File: src/rtl/spi_txn_ctrl.sv
// -----------------------------------------------------------------------------
// spi_txn_ctrl
//   SPI master transaction controller (mode 0). It arbitrates between a host
//   write request and a host read request. Each accepted request goes out as
//   one frame {RW, ADDR, DATA}, MSB first, on spi_mosi. Bits are captured from
//   spi_miso. For read frames, the DATA field on MOSI is driven as zeros, and
//   the last DATA_W captured bits are returned on rd_data.
//
// Ports
//   m_clk, n_reset      system clock and synchronous active-low reset
//   wr_req, rd_req      level requests, each held until its ack
//   req_addr, wr_data   frame contents, sampled on the ack cycle
//   wr_ack, rd_ack      1-cycle accept pulses
//   busy                frame in progress (cycle after ack through done cycle)
//   done, rd_valid      frame-complete pulse; rd_valid only for reads
//   rd_data             last read data, held until the next read completes
//   spi_sclk/cs_n/mosi  SPI outputs (sclk idles low, cs_n idles high)
//   spi_miso            SPI serial input
// -----------------------------------------------------------------------------
module spi_txn_ctrl #(
  parameter int ADDR_W   = 7,
  parameter int DATA_W   = 8,
  parameter int CLK_DIV  = 2,
  parameter int RD_FIRST = 0
) (
  input  logic              m_clk,
  input  logic              n_reset,
  input  logic              wr_req,
  input  logic              rd_req,
  input  logic [ADDR_W-1:0] req_addr,
  input  logic [DATA_W-1:0] wr_data,
  output logic              wr_ack,
  output logic              rd_ack,
  output logic              busy,
  output logic              done,
  output logic              rd_valid,
  output logic [DATA_W-1:0] rd_data,
  output logic              spi_sclk,
  output logic              spi_cs_n,
  output logic              spi_mosi,
  input  logic              spi_miso
);

  localparam int FRAME_W = 1 + ADDR_W + DATA_W;
  localparam int BIT_W   = $clog2(FRAME_W);
  localparam int DIV_W   = (CLK_DIV > 1) ? $clog2(CLK_DIV) : 1;

  localparam logic [DIV_W-1:0] DIV_LAST = DIV_W'(CLK_DIV - 1);
  localparam logic [BIT_W-1:0] BIT_LAST = BIT_W'(FRAME_W - 1);

  localparam logic [1:0] ST_IDLE  = 2'd0;
  localparam logic [1:0] ST_SHIFT = 2'd1;
  localparam logic [1:0] ST_HOLD  = 2'd2;
  localparam logic [1:0] ST_DONE  = 2'd3;

  logic [1:0]         state;
  logic [DIV_W-1:0]   div_cnt;
  logic [BIT_W-1:0]   bit_cnt;
  logic [FRAME_W-1:0] tx_sr;
  // One spare bit so the shift also works when DATA_W is 1.
  logic [DATA_W:0]    rx_sr;
  logic               is_read;

  logic               pick_wr;
  logic               pick_rd;
  logic               accept;
  logic               div_wrap;

  // Arbitration between the two request lines and the accept window.
  always_comb begin
    pick_wr = 1'b0;
    pick_rd = 1'b0;
    if (wr_req && rd_req) begin
      if (RD_FIRST != 0) begin
        pick_rd = 1'b1;
      end else begin
        pick_wr = 1'b1;
      end
    end else begin
      pick_wr = wr_req;
      pick_rd = rd_req;
    end
    // Accept in IDLE only if an ack is not already out (that cycle is the
    // ack cycle of the current frame). Also accept in DONE, so the next ack
    // lands on the first IDLE cycle.
    accept = (pick_wr || pick_rd) &&
             (((state == ST_IDLE) && !wr_ack && !rd_ack) || (state == ST_DONE));
    div_wrap = (div_cnt == DIV_LAST);
  end

  // Frame sequencer, SPI pin drivers and host handshake outputs.
  always_ff @(posedge m_clk) begin
    if (!n_reset) begin
      state    <= ST_IDLE;
      div_cnt  <= '0;
      bit_cnt  <= '0;
      tx_sr    <= '0;
      rx_sr    <= '0;
      is_read  <= 1'b0;
      wr_ack   <= 1'b0;
      rd_ack   <= 1'b0;
      busy     <= 1'b0;
      done     <= 1'b0;
      rd_valid <= 1'b0;
      rd_data  <= '0;
      spi_sclk <= 1'b0;
      spi_cs_n <= 1'b1;
      spi_mosi <= 1'b0;
    end else begin
      wr_ack   <= 1'b0;
      rd_ack   <= 1'b0;
      done     <= 1'b0;
      rd_valid <= 1'b0;

      case (state)
        ST_IDLE: begin
          if (wr_ack || rd_ack) begin
            // Cycle after the ack: open the frame with the first bit on MOSI.
            state    <= ST_SHIFT;
            busy     <= 1'b1;
            spi_cs_n <= 1'b0;
            spi_sclk <= 1'b0;
            spi_mosi <= tx_sr[FRAME_W-1];
            div_cnt  <= '0;
            bit_cnt  <= BIT_LAST;
          end else begin
            state <= ST_IDLE;
          end
        end

        ST_SHIFT: begin
          if (div_wrap) begin
            div_cnt <= '0;
            if (!spi_sclk) begin
              // Rising SCLK: the slave has held MISO stable since the last fall.
              spi_sclk <= 1'b1;
              rx_sr    <= {rx_sr[DATA_W-1:0], spi_miso};
            end else begin
              // Falling SCLK: advance to the next bit, or end the shift phase.
              spi_sclk <= 1'b0;
              if (bit_cnt == '0) begin
                state <= ST_HOLD;
              end else begin
                bit_cnt  <= bit_cnt - BIT_W'(1);
                tx_sr    <= {tx_sr[FRAME_W-2:0], 1'b0};
                spi_mosi <= tx_sr[FRAME_W-2];
              end
            end
          end else begin
            div_cnt <= div_cnt + DIV_W'(1);
          end
        end

        ST_HOLD: begin
          if (div_wrap) begin
            state    <= ST_DONE;
            div_cnt  <= '0;
            spi_cs_n <= 1'b1;
            spi_mosi <= 1'b0;
            done     <= 1'b1;
            if (is_read) begin
              rd_valid <= 1'b1;
              rd_data  <= rx_sr[DATA_W-1:0];
            end else begin
              rd_valid <= 1'b0;
            end
          end else begin
            div_cnt <= div_cnt + DIV_W'(1);
          end
        end

        ST_DONE: begin
          state <= ST_IDLE;
          busy  <= 1'b0;
        end

        default: begin
          state    <= ST_IDLE;
          busy     <= 1'b0;
          spi_cs_n <= 1'b1;
          spi_sclk <= 1'b0;
          spi_mosi <= 1'b0;
        end
      endcase

      // Request acceptance. This touches only registers that IDLE and DONE
      // leave alone, so it never conflicts with the case above.
      if (accept) begin
        wr_ack  <= pick_wr;
        rd_ack  <= pick_rd;
        is_read <= pick_rd;
        tx_sr   <= {pick_rd, req_addr, (pick_rd ? {DATA_W{1'b0}} : wr_data)};
      end
    end
  end

endmodule

File: config.mk
export PLATFORM = sky130hd
export DESIGN_NAME = spi_txn_ctrl
export DESIGN_NICKNAME = d
export VERILOG_FILES = /design/src/rtl/spi_txn_ctrl.sv
export SDC_FILE = /design/constraint.sdc
export NUM_CORES = 1
export LEC_CHECK = 0
export ABC_AREA = 1
export ABC_CLOCK_PERIOD_IN_PS = 1650
export CAP_MARGIN = 20
export CELL_PAD_IN_SITES_DETAIL_PLACEMENT = 1
export CELL_PAD_IN_SITES_GLOBAL_PLACEMENT = 1
export CORE_AREA = 5 5 83 85
export CTS_CLUSTER_DIAMETER = 80
export DETAILED_ROUTE_END_ITERATION = 16
export DIE_AREA = 0 0 88 90
export PLACE_DENSITY_LB_ADDON = 0.1
export SYNTH_ARGS = -nofsm -noshare
export SYNTH_HDL_FRONTEND = slang
export SYNTH_SLANG_ARGS = --single-unit
export TNS_END_PERCENT = 50
File: constraint.sdc
create_clock -name m_clk -period 1.65 [get_ports m_clk]
set_input_delay 0.165 -clock m_clk [delete_from_list [all_inputs] [get_ports m_clk]]
set_output_delay 0.165 -clock m_clk [all_outputs]
set_load 0.01 [all_outputs]
[Yosys cells after proc, flatten, opt, wreduce, memory -nomap -nowiden]
Index checks and enable logic that the tools add are counted.
Word-level totals
  bits in registers: 48
  word-level logic and storage cells: 98
Operators by class
  add/subtract/negate cells: 2
  equality and inequality tests: 10
  mux-type cells: 37
  bitwise logic cells: 1
  reduce and logical (&&, ||, !) cells: 33
Operators by type and width (number)
  $mux 16: 5
  $mux 1: 16
  $mux 4: 4
  $reduce_and 3->1: 5
  $reduce_bool 2->1: 7
  $ne 2x2->1 const B: 6
  $mux 2: 4
  $mux 8: 1
  $pmux 1 s2: 4
  $pmux 2 s4: 1
  $pmux 4 s2: 1
  $reduce_and 2->1: 4
  $reduce_and 4->1: 2
  $reduce_and 6->1: 1
  $reduce_and 5->1: 1
  $eq 2x2->1 const B: 2
  $logic_and 1x1->1: 4
  $logic_not 4->1: 1
  $sub 4x1->4 const B: 1
  $logic_or 1x1->1: 3
  $pmux 1 s3: 1
  $reduce_bool 3->1: 1
  $eq 2x1->1 const B: 1
  $logic_not 1->1: 2
  5 further kinds: 5

[Longest topological paths before layout]
Gate-level depths: netlist of the first run.
  word-level depth: 7
  mapped depth: 10
  depth with buffers taken out: 9

[Worst setup path after synthesis of the first run]
No wires, ideal clock.
  path kind: reg2reg
  from: reg state[0]
  to: reg tx_sr[6]
  library setup time: 117 ps
  data arrival time: 1354 ps
  data required time: 1533 ps
  slack: 179 ps
  stages on the path, launching flop included: 10
  path through: dfxtp_1 inv_1 ha_1 nand2_4 nand2_8 nand2_8 nand2_8 buf_6 o21ai_0 nor2_1
Between the ends
  longest elaborated chain between the ends: 7
  elaborated cells on any way between the ends: 13
Ends and longest elaborated chain
  start, declared: line 56  | logic [1:0] state;
  start signal, assigned: line 94  | state <= ST_IDLE;
  start signal, assigned: line 119  | state <= ST_SHIFT;
  start signal, assigned: line 127  | state <= ST_IDLE;
  $logic_not 2->1: line 87  | (((state == ST_IDLE) && !wr_ack && !rd_ack) || (state == ST_DONE));
  $logic_and 1x1->1 (2 in a row): line 87
  $logic_or 1x1->1: line 87
  $logic_and 1x1->1: line 86  | accept = (pick_wr || pick_rd) &&
  $ne 2x2->1 (no line) or $reduce_bool 2->1 (tied branches)
  $reduce_and 4->1 (no line)
  end signal, assigned: line 145  | tx_sr <= {tx_sr[FRAME_W-2:0], 1'b0};
  end signal, assigned: line 192  | tx_sr <= {pick_rd, req_addr, (pick_rd ? {DATA_W{1'b0}} : wr_data)};
  end, declared: line 59  | logic [FRAME_W-1:0] tx_sr;
Several ways; a longest one is shown, not always the timed one.
A chain may end at the register's enable or synchronous reset.

[Final worst setup path of the first run]
  from: reg state[1]
  to: reg bit_cnt[1]
Between the ends
  longest elaborated chain between the ends: 3
  elaborated cells on any way between the ends: 9
Ends and longest elaborated chain
  $eq 2x1->1 or $logic_not 2->1 (tied branches): line 115  | case (state)
  $ne 2x2->1 (no line) (tied with other cells)
  $reduce_and 5->1 (no line)
  end signal, assigned: line 144  | bit_cnt <= bit_cnt - BIT_W'(1);
  end, declared: line 58  | logic [BIT_W-1:0] bit_cnt;
Several ways; a longest one is shown, not always the timed one.

==> impl_metrics.toml, run 1 <==
[run_status]
status = "complete, no violations"

[sta]
finalSetupTns_ns = 0
relSlewSlack = 0.7669
worst_slew_pin_slew_ns = 0.3497
worst_slack_ns = 0.07938
post-route-min-period_ns = 1.571
fin_crit_sh = 0.9519
hold_viol = 0
setup_viol = 0
clock_skew_ns = 0.006735
hold_slack_ns = 0.4379
slew_violations = 0
timing.fmax_ghz = 0.6367
rsz0062_at_grt = "true"

[global_routing]
grt_remaining_overflow = 0
grt_pass1_vias = 2118
grt_max_degree = 30
grt_pass1_wl_mm = 9.708
antenna_found_initial = 0
grt.total_usage = 0.1507

[power]
switching_share = 0.4037
p_comb_frac = 0.429
p_int_w = 0.002420
p_sw_w = 0.001639
ir_worst_vdd_uv = 601.0
p_clk_frac = 0.179
total_power_w = 0.004059
p_per_area_nw_per_um2 = 1440
power_leakage_nw = 1.201
power_frac_seq = 0.391

[worst_setup_path]
cpPeakStageDelay_ns = 0.34
r2r_start = "state[1]$_SDFFE_PN0P_"
path_cells = "inv_1, ha_2, buf_4, nand4_1, nand2_1, nor2_4, o21ai_0, nor2_1"
crit_path_start_kind = "flip-flop"
arrival_ns = 1.78
cp-startpoint = "state[1]$_SDFFE_PN0P_"
worstPathRequired_ns = 1.85
crit_family = "simple AND/OR/NAND/NOR gates"
endpoint_kind = "flip-flop"
cpMaxStageDelayCell = "dfxtp_2"
cp_num_buf_inv = 2
crit_fanout = 7
crit_type = "reg2reg"

[cts]
clk_pin_slew_ns = 0.09
cts_buffers = 5
cts_tree = "done"
cts_hold_buf = 0
clock_tree.root_cell = "clkbuf_8"
htreeDepth = 2
worstSkewPairLatency_ns = 0.31
cts_sinks = 48
cts.path.max_buffers = 2

[place]
pre_cts_ws_ns = 0.01692
dp_hpwl_mm = 4.127
port_buffers = 35
finalWeightedCongestion = 0.7727
placed_area_um2 = 2680

[synth]
synth_fp_nets = 336
syn-cell-area_um2 = 2205
synth_area_leaders = "dfxtp_1, nand2_1, nor2_1"
netlist.area_leader.share = 0.4359
synth_cell_types = 24
synthCells = 310
yosysSeqAreaShare = 0.4359
avgSynthCellArea_um2 = 7.112
synth_largest_area_cell = "dfxtp_1"
yosys_register_bits = 48
yosys_warnings = 0

[route]
drt_pass1_iterations = 4
drc = 0
via_count = 2080
vias_per_cell = 4.793
wirelength_mm = 5.585
antenna_left = 0
wl_per_cell_um = 12.87
drt_iter0_markers = 75

[floorplan]
coreArea_um2 = 6132
initial_core_util = 0.3595
num_rows = 29
die_w_um = 88
dieArea_um2 = 7920
die_height_um = 90
num_io_pins = 36

[finish]
design_area_um2 = 2818
mostFrequentLayoutCell = "nand2_1"
area_delta_synth_final_pct = 27.81
nets = 382
layout-drive-gt1-share = 0.1064
layout_common_cells = "nand2_1, nor2_1, dfxtp_1, clkdlybuf4s50_1, o21ai_0"
antenna_cells = 0
fillCellCount = 803

[job]
maxCapViolCount = 0

[worst_hold_path]
hold_path_class = "in2reg"
min-delay-start = "wr_data[0]"
[metrics by stage]
step	cells	utilization
4_1_cts	433	0.4522
3_5_place_dp	425	0.4371
6_report	434	0.4595
5_1_grt	434	0.4595
3_3_place_gp	425	0.4371
2_1_floorplan	310	-
[worst paths after layout]
| kind | endpoint | slack (ns) | cells after the start |
|---|---|---|---|
| setup / recovery | bit_cnt[1]$_SDFFE_PN0P_ | 0.08 | 8 |
| hold / removal | tx_sr[0]$_SDFFE_PN0P_ | 0.44 | 3 |
| setup reg to reg | bit_cnt[1]$_SDFFE_PN0P_ | 0.08 | 8 |
| hold reg to reg | spi_cs_n$_SDFFE_PN1P_ | 0.46 | 2 |
[per-layer routing]
| layer | part of all wire | track usage | wire [µm] | vias up |
|---|---|---|---|---|
| li1 | - | - | - | 1083 |
| met1 | 0.47 | 0.1950 | 2629 | 957 |
| met2 | 0.47 | 0.2475 | 2609 | 31 |
| met3 | 0.040 | 0.03108 | 224 | 9 |
| met4 | 0.022 | 0.04731 | 122 | 0 |
| met5 | 0 | 0 | 0 | - |
[final cells by class]
| cell class | instances | area (µm²) | share of cell area |
|---|---|---|---|
| clock buffer | 5 | 68.82 | 0.02442 |
| tap | 77 | 96.34 | 0.03419 |
| multi-input combinational | 230 | 1122 | 0.3983 |
| clock inverter | 3 | 21.27 | 0.007549 |
| inverter | 22 | 90.09 | 0.03197 |
| timing repair buffer | 49 | 455.4 | 0.1616 |
| sequential | 48 | 963.4 | 0.3419 |
[power by group through the flow]
stage / logic, W / clock network (W) / registers [W]
after global placement: 0.00163 / 0 / 0.00161
final: 0.00174 / 0.000728 / 0.00159
after global routing: 0.00203 / 0.000802 / 0.00163
after floorplan: 0.00123 / 0 / 0.00159
after detailed placement: 0.00167 / 0 / 0.00161
after CTS: 0.00169 / 0.000761 / 0.00159
[tightest hold or removal path, stage by stage]
cell             delay [ns]
clkdlybuf4s50_1        0.40
nand2_1                0.06
o21ai_0                0.07
[cells in the mapped netlist, drive strengths merged]
| cell | count |
|---|---|
| dfxtp | 48 |
| nand2 | 79 |
| nor3 | 2 |
| ha | 6 |
| nand4 | 2 |
| inv | 20 |
| clkinv | 2 |
| nand3 | 25 |
| clkbuf | 4 |
| a21oi | 20 |
| o31ai | 1 |
| o21ai | 31 |
| nor2 | 62 |
| or2 | 2 |
| buf | 6 |
[state kept, by name, summed over array words and instances, names as in the netlist]
name / flops
bit_cnt: 4
busy: 1
div_cnt: 1
done: 1
is_read: 1
rd_ack: 1
rd_data: 8
rd_valid: 1
rx_sr: 8
spi_cs_n: 1
spi_mosi: 1
spi_sclk: 1
state: 2
tx_sr: 16
wr_ack: 1
[cell families after synthesis]
group,count (synthesis),share of synthesized area
compound gates,52,0.1209
fa+ha+maj,6,0.03405
buf+inv,32,0.06980
flops,48,0.4359
simple gates,172,0.3394
[timing repair]
item	in CTS	in global routing
setup buffers	0	1
pin swaps	0	1
setup endpoints to repair	1	28
gates resized for setup	1	12
(Power assumes the default switching activity.)
==> run 2: changes to the inputs <==
- CORE_AREA: 5 5 83 85 -> 2 2 79 81
- CTS_BUF_LIST: not set -> sky130_fd_sc_hd__clkbuf_8
- DIE_AREA: 0 0 88 90 -> 0 0 81 83
- PLACE_DENSITY: not set -> 0.84
- PLACE_DENSITY_LB_ADDON: 0.1 -> not set
==> impl_metrics.toml, run 2 (same netlist as run 1, synthesis figures left out) <==
[cts]
cts.path.max_buffers = 2
clk_pin_slew_ns = 0.09
cts_tree = "done"
cts_hold_buf = 0
cts_buffers = 5
worstSkewPairLatency_ns = 0.31
clock_tree.root_cell = "clkbuf_8"
cts_sinks = 48
htreeDepth = 2

[floorplan]
die_w_um = 81
num_io_pins = 36
coreArea_um2 = 5816
die_height_um = 83
num_rows = 28
dieArea_um2 = 6723
initial_core_util = 0.3791

[worst_setup_path]
path_cells = "inv_1, ha_2, nand2_4, nand2_8, nand2_8, buf_4, nand2_1, nand2_1, nor2_1, nor2_1"
endpoint_kind = "flip-flop"
cp_num_buf_inv = 2
cpMaxStageDelayCell = "dfxtp_1"
crit_type = "reg2reg"
arrival_ns = 1.76
crit_family = "simple AND/OR/NAND/NOR gates"
cpPeakStageDelay_ns = 0.34
crit_fanout = 12
crit_path_start_kind = "flip-flop"
worstPathRequired_ns = 1.86

[global_routing]
grt.total_usage = 0.1813
grt_pass1_vias = 2102
grt_max_degree = 30
grt_pass1_wl_mm = 9.584
grt_remaining_overflow = 0
antenna_found_initial = 0

[worst_hold_path]
hold_path_class = "in2reg"

[sta]
worst_slew_pin_slew_ns = 0.2832
slew_violations = 0
relSlewSlack = 0.8097
clock_skew_ns = 0.006126
timing.fmax_ghz = 0.6445
setup_viol = 0
rsz0062_at_grt = "true"
post-route-min-period_ns = 1.552
fin_crit_sh = 0.9404
hold_viol = 0
worst_slack_ns = 0.09841

[route]
via_count = 2118
drt_pass1_iterations = 4
antenna_left = 0
drc = 0
drt_iter0_markers = 96
wirelength_mm = 5.732
vias_per_cell = 4.972
wl_per_cell_um = 13.46

[place]
finalWeightedCongestion = 0.7870
dpl.cell_count = 419
dp_hpwl_mm = 4.180
placed_area_um2 = 2648
port_buffers = 35
pre_cts_ws_ns = -0.005424

[finish]
largest_register = "tx_sr"
layout-drive-gt1-share = 0.08832
largest_reg_flops = 16
mostFrequentLayoutCell = "nand2_1"
antenna_cells = 0
area_delta_synth_final_pct = 25.65
nets = 377
reg.largest.list = "tx_sr x16, rd_data x8, rx_sr x8"
design_area_um2 = 2770
instances_no_fill = 426
layout_common_cells = "nand2_1, nor2_1, dfxtp_1, clkdlybuf4s50_1, o21ai_0"

[power]
power_leakage_nw = 1.177
p_per_area_nw_per_um2 = 1452
ir_worst_vdd_uv = 578.2
total_power_w = 0.004021

[job]
maxCapViolCount = 0

[run_status]
status = "complete, no violations"
## run 2: tightest hold or removal path: cells and delay by family
| family | cells | cell delay (ns) |
|---|---|---|
| buffers and inverters | 1 | 0.39 |
| and+or+nand+nor | 1 | 0.06 |
| AOI/OAI and AO/OA | 1 | 0.07 |
## run 2: final cells by class
cell class	instances	area, µm²
fillers	777	3045
repair buffers	44	417.9
clock inverters	1	8.758
clock buffers	6	82.58
flip-flops and latches	48	962.2
multi-input cells	230	1115
inverters	22	90.09
well taps	75	93.84
## run 2: repair_timing
action | CTS | global route
gates resized for setup | 2 | 11
setup endpoints to repair | 3 | 32
setup buffers | 0 | 0
pin swaps | 0 | 1
## run 2: layer usage
layer	global-route usage	vias up	share of wire
li1	-	1075	-
met4	0.05547	0	0.014
met5	0	-	0
met1	0.2151	1003	0.44
met2	0.3223	33	0.51
met3	0.03587	7	0.032
## run 2: power breakdown
part	internal [W]	total, W	switching [W]	leakage (nW)
Sequential	0.00144	0.00160	0.000165	0.393
Combinational	0.000618	0.00168	0.00106	0.737
Clock	0.000335	0.000740	0.000405	0.0473
## run 2: path summary, 6_finish.rpt
check,depth (start not counted),end,from,slack [ns]
worst max-delay path,10,tx_sr[7]$_SDFFE_PN0P_,state[1]$_SDFFE_PN0P_,0.1
worst min register to register,2,bit_cnt[2]$_SDFFE_PN0P_,bit_cnt[2]$_SDFFE_PN0P_,0.46
worst min-delay path,3,tx_sr[0]$_SDFFE_PN0P_,wr_data[0],0.43
worst max register to register,10,tx_sr[7]$_SDFFE_PN0P_,state[1]$_SDFFE_PN0P_,0.1
## run 2: per-stage QoR
step / hold WS [ns] / setup TNS [ns] / util
after floorplan: 0.2777 / 0 / -
after global placement: 0.4430 / 0 / 0.4553
after detailed placement: 0.4517 / -0.005424 / 0.4553
after CTS: 0.4299 / 0 / 0.4712
after global routing: 0.4741 / -0.08747 / 0.4763
final: 0.4298 / 0 / 0.4763
==> run 3: changes to the inputs <==
- CTS_CLUSTER_SIZE: not set -> 12
==> results of run 3 <==
The final DEF is identical to that of run 2; final timing and power are the same.
